**src/rtl/msg_block_assembler.sv**
```systemverilog
// Collects indexed message bytes into one zero-padded 64-byte block and hands it
// to the BLAKE2 compression core over a valid/ready handshake, tracking t and first/last.
module msg_block_assembler #(
    parameter int BLOCK_BYTES = 64,
    parameter int IDX_W       = 6,
    parameter int LL_W        = 64
) (
    input  logic                     clk,
    input  logic                     reset,
    input  logic                     data_v_i,
    input  logic [7:0]               data_i,
    input  logic [IDX_W-1:0]         data_idx_i,
    input  logic                     block_first_i,
    input  logic                     block_last_i,
    input  logic [LL_W-1:0]          ll_i,
    output logic                     ready_v_o,
    output logic                     block_v_o,
    input  logic                     block_ready_i,
    output logic [BLOCK_BYTES*8-1:0] block_o,
    output logic                     block_first_o,
    output logic                     block_last_o,
    output logic [IDX_W:0]           block_len_o,
    output logic [LL_W-1:0]          t_o,
    output logic                     overrun_o
);

    localparam int BLOCK_W = BLOCK_BYTES * 8;
    localparam int LEN_W   = IDX_W + 1;

    typedef enum logic {
        FILL = 1'b0,
        FULL = 1'b1
    } state_t;

    state_t state_q, state_d;

    logic [BLOCK_W-1:0] buf_q;
    logic               first_q, last_q;
    logic               first_o_q, last_o_q;
    logic [LEN_W-1:0]   len_q;
    logic [LL_W-1:0]    t_q;
    logic               overrun_q;

    logic               wr_en;
    logic               close_en;
    logic               hs_en;
    logic               drop_en;
    logic               close_byte;
    logic               short_last;
    logic [IDX_W-1:0]   rem;
    logic [LEN_W-1:0]   n_len;
    logic               first_eff;
    logic               last_eff;
    logic [LL_W-1:0]    t_next;

    // Closing-byte detection uses the flags that arrive with this very byte, so a
    // one-byte block (idx 0 closing) still sees the correct first/last values.
    always_comb begin
        rem        = ll_i[IDX_W-1:0];
        short_last = block_last_i && (rem != '0);
        close_byte = (data_idx_i == IDX_W'(BLOCK_BYTES - 1))
                  || (short_last && (data_idx_i == rem - IDX_W'(1)));
        n_len      = short_last ? {1'b0, rem} : LEN_W'(BLOCK_BYTES);
        first_eff  = (data_idx_i == '0) ? block_first_i : first_q;
        last_eff   = (data_idx_i == '0) ? block_last_i  : last_q;
        t_next     = (first_eff ? '0 : t_q) + LL_W'(n_len);
    end

    always_ff @(posedge clk or posedge reset) begin
        if (reset) begin
            state_q <= FILL;
        end else begin
            state_q <= state_d;
        end
    end

    // NOTE: every output of this block gets a default first, so no path through the
    // case statement can leave a signal unassigned and infer a latch.
    always_comb begin
        state_d   = state_q;
        ready_v_o = 1'b0;
        block_v_o = 1'b0;
        wr_en     = 1'b0;
        close_en  = 1'b0;
        hs_en     = 1'b0;
        drop_en   = 1'b0;
        case (state_q)
            FILL: begin
                ready_v_o = 1'b1;
                if (data_v_i) begin
                    wr_en = 1'b1;
                    if (close_byte) begin
                        close_en = 1'b1;
                        state_d  = FULL;
                    end
                end
            end
            FULL: begin
                block_v_o = 1'b1;
                drop_en   = data_v_i;
                if (block_ready_i) begin
                    hs_en   = 1'b1;
                    state_d = FILL;
                end
            end
            default: state_d = FILL;
        endcase
    end

    // NOTE: the block buffer is reset rather than left uninitialised: zero padding of
    // unwritten lanes depends on every lane starting at 0 after reset and handshake.
    always_ff @(posedge clk or posedge reset) begin
        if (reset) begin
            buf_q <= '0;
        end else if (hs_en) begin
            buf_q <= '0;
        end else begin
            for (int k = 0; k < BLOCK_BYTES; k++) begin
                if (wr_en && (data_idx_i == IDX_W'(k))) begin
                    buf_q[8*k +: 8] <= data_i;
                end
            end
        end
    end

    always_ff @(posedge clk or posedge reset) begin
        if (reset) begin
            first_q <= 1'b0;
            last_q  <= 1'b0;
        end else if (wr_en && (data_idx_i == '0)) begin
            first_q <= block_first_i;
            last_q  <= block_last_i;
        end
    end

    // Presented-block descriptors only move on a closing byte; they hold through FULL
    // and across the handshake until the next block closes.
    always_ff @(posedge clk or posedge reset) begin
        if (reset) begin
            first_o_q <= 1'b0;
            last_o_q  <= 1'b0;
            len_q     <= '0;
            t_q       <= '0;
        end else if (close_en) begin
            first_o_q <= first_eff;
            last_o_q  <= last_eff;
            len_q     <= n_len;
            t_q       <= t_next;
        end
    end

    always_ff @(posedge clk or posedge reset) begin
        if (reset) begin
            overrun_q <= 1'b0;
        end else if (drop_en) begin
            overrun_q <= 1'b1;
        end
    end

    assign block_o       = buf_q;
    assign block_first_o = first_o_q;
    assign block_last_o  = last_o_q;
    assign block_len_o   = len_q;
    assign t_o           = t_q;
    assign overrun_o     = overrun_q;

endmodule

```
**config.mk**
```make
export PLATFORM = sky130hd
export DESIGN_NAME = msg_block_assembler
export DESIGN_NICKNAME = d
export VERILOG_FILES = /design/src/rtl/msg_block_assembler.sv
export SDC_FILE = /design/constraint.sdc
export NUM_CORES = 1
export LEC_CHECK = 0
export BUFFER_PORTS_ARGS = -buffer_cell sky130_fd_sc_hd__buf_2
export CAP_MARGIN = 20
export CORE_AREA = 2 2 265 267
export DETAILED_ROUTE_END_ITERATION = 7
export DIE_AREA = 0 0 267 269
export PLACE_DENSITY_LB_ADDON = 0.2
export SLEW_MARGIN = 20
export SYNTH_ARGS = -nofsm -noshare
export SYNTH_HDL_FRONTEND = slang
export SYNTH_SLANG_ARGS = --single-unit
```
**constraint.sdc**
```tcl
create_clock -name clk -period 26.4 [get_ports clk]
set_clock_uncertainty 0.05 [all_clocks]
set_input_delay 5.28 -clock clk [delete_from_list [all_inputs] [get_ports clk]]
set_output_delay 5.28 -clock clk [all_outputs]
set_load 0.01 [all_outputs]
```
==> flow_summary.json <==
{
  "critPathLaunch": "data_idx_i[1]",
  "placed_area_sq_mm": 0.0293,
  "final_max_slew_viol_count": 0,
  "syn-mean-instance-area_sq_um": 9.36,
  "wirelength_microns": 93300,
  "yosysWarnings": 0,
  "cts_max_path_buffers": 3,
  "finalCritPeriodShare_pct": 33.8,
  "drc_errors": 0,
  "netlist_area_sq_mm": 0.0254,
  "synth_ff_type": "dfrtp_1",
  "hold_start": "overrun_o$_DFFE_PP0P_",
  "clk_latency_ns": 0.61,
  "synthTopCellsByArea": "dfrtp_1 58%, nand2_1 8.1%, a21oi_1 7.5%",
  "dp.cells": 4094,
  "power_mw": 2.46,
  "power.density_mw_per_mm2": 77.8,
  "grt_pass1_vias": 21900,
  "tns_ns": 0,
  "cts_root_buf": "clkbuf_16",
  "yosys.area.top_type_share_pct": 57.9,
  "path_clk_slew_ns": 0.06,
  "cts_max_level": 3,
  "yosysMostFrequentCell": "dfrtp_1",
  "drt_iter0_markers": 2139,
  "cts_sinks": 589,
  "fin_cells": 4225,
  "setup_viol": 0,
  "drtPass1Iterations": 7,
  "seq_area_frac_synth_pct": 57.9,
  "finalHoldViolations": 0,
  "vias_per_cell": 5.34,
  "postCtsSetupBuffers": 0,
  "end_kind": "flop",
  "grt_overflow": 0,
  "yosys-top-cells-count": "589 x dfrtp_1, 548 x nand2_1, 379 x a21oi_1, 359 x nand3_1, 209 x nor2_1",
  "hold_buffers": 0,
  "grt_antenna_before_repair": 2,
  "syn_to_final_growth_pct": 24.4,
  "cap_violations": 0,
  "required_ns": 26.88,
  "status": "complete, no violations",
  "final_util_pct": 45.7,
  "std_cell_rows": 97,
  "synth-edff-count": 0,
  "num_vias": 22600,
  "synth_top_area_cell": "dfrtp_1",
  "worst_pin_slew_ns": 1.20,
  "leakage_nw": 15.4,
  "grt_max_degree": 127,
  "syn_inst": 2717,
  "grtUsageTotal_pct": 25.3,
  "core_area_sq_mm": 0.0693,
  "portBuffers": 613,
  "fin_nets": 3320,
  "synth_nets": 2810,
  "synth_cell_types": 47,
  "period_needed_ns": 8.93,
  "vdd_drop_max_mv": 0.0539,
  "die_y_microns": 269,
  "fmax_mhz": 112,
  "dieArea_sq_mm": 0.0718,
  "async_flop_share_pct": 100,
  "rr_startpoint": "state_q$_DFF_PP0_",
  "cts_tree": "yes",
  "initial_core_util_pct": 36.7,
  "hold_class": "flop to flop",
  "hpwl_microns": 60900,
  "slew_headroom_pct": 20.2,
  "ys_ff_latch": 589,
  "routedWlPerCell_microns": 22.1,
  "routabilityCongestion": 0.902,
  "crit_arrival_ns": 9.41,
  "start_kind": "primary input",
  "io_pins": 672,
  "cts_made_buffers": 69,
  "die_w_microns": 267,
  "rsz0062_at_grt": "no",
  "antenna_left": 0,
  "final_area_sq_mm": 0.0316,
  "grt_first_pass_wirelength_microns": 139000,
  "drive_gt1_share_pct": 24.3,
  "crit_fanout": 12,
  "crit_type": "primary input to flop",
  "n_fill_cell": 6638,
  "post_cts_resized": 0
}
-- state kept, by name, summed over array words and instances (netlist names) --
signal,count
first_q,1
block_o,512
block_first_o,1
last_q,1
t_o,64
block_last_o,1
block_len_o,7
overrun_o,1
state_q,1
-- logic make-up after synthesis --
group / count (synthesis) / synth area share [%]
xor+xnor: 35 / 1.20
mux: 160 / 6.31
fa+ha+maj: 9 / 0.472
compound gates: 471 / 9.80
buf+inv: 231 / 3.45
simple gates: 1222 / 20.8
flops: 589 / 57.9
-- final timing paths --
check / end / slack (ns) / cells after the start
min reg2reg: overrun_o$_DFFE_PP0P_ / 0.41 / 1
max: t_o[50]$_DFFE_PP0P_ / 17.47 / 13
min: overrun_o$_DFFE_PP0P_ / 0.41 / 1
max in group asynchronous: block_o[164]$_DFFE_PP0P_ / 17.65 / 6
min in group asynchronous: block_o[491]$_DFFE_PP0P_ / 4.75 / 2
max reg2reg: block_o[422]$_DFFE_PP0P_ / 22.13 / 5
-- placed cells by master, fill, tap and decap left out, types with 6 or more instances in the layout --
master	n
nor4_1	10
nand2_1	548
nor3_1	13
clkbuf_8	20
nor2_1	204
ha_1	8
nand3_1	359
buf_2	611
a21oi_1	379
clkbuf_16	70
mux2i_1	157
nand2b_1	7
xor2_1	12
o21ai_0	43
xnor2_1	23
clkinv_2	9
or2_2	6
a31oi_1	10
dfrtp_1	589
nand4_1	11
clkbuf_1	15
nor3_2	8
buf_4	42
inv_1	13
and2_1	8
and3_1	21
o31ai_1	16
-- worst max-delay path, cell delays in order --
cell and delay, ns:
buf_2 0.20, or4_4 0.61, o31ai_4 0.55, and3_1 0.24, ha_1 0.19, fa_1 0.22, a21oi_1 0.11, o211ai_1 0.32
nand2_1 0.19, nor3_2 0.56, nand2_1 0.32, nor4_1 0.41, xnor2_1 0.16
-- final cells by class --
type / instances / area, sq um / area share (%)
clock buffer: 105 / 2080 / 6.58
sequential: 589 / 14700 / 46.6
antenna: 5 / 12.5 / 0.0395
tap: 940 / 1180 / 3.72
inverter: 14 / 60.1 / 0.190
timing repair buffer: 656 / 3420 / 10.8
clock inverter: 19 / 221 / 0.700
multi-input combinational: 1897 / 9930 / 31.4
-- layer usage --
layer,up-vias,global-route usage [%],routed length [microns]
met1,11300,31.7,37100
li1,10200,-,-
met5,-,0,0
met3,186,6.02,7320
met4,0,10.9,3620
met2,886,41.7,45300
-- through the flow --
stage / hold slack, ns / setup WS (ns)
finish: 0.409 / 17.47
global route: 0.439 / 16.95
CTS: 0.412 / 17.09
detailed placement: 0.399 / 16.42
global placement: 0.389 / 16.60
floorplan: 0.395 / 4.59
-- power by group --
part	switching, mW	internal [mW]	total (mW)
registers	0.0619	1.01	1.08
clock network	0.399	0.569	0.967
logic	0.269	0.148	0.417
No activity file was read; power rests on OpenSTA's default activity.
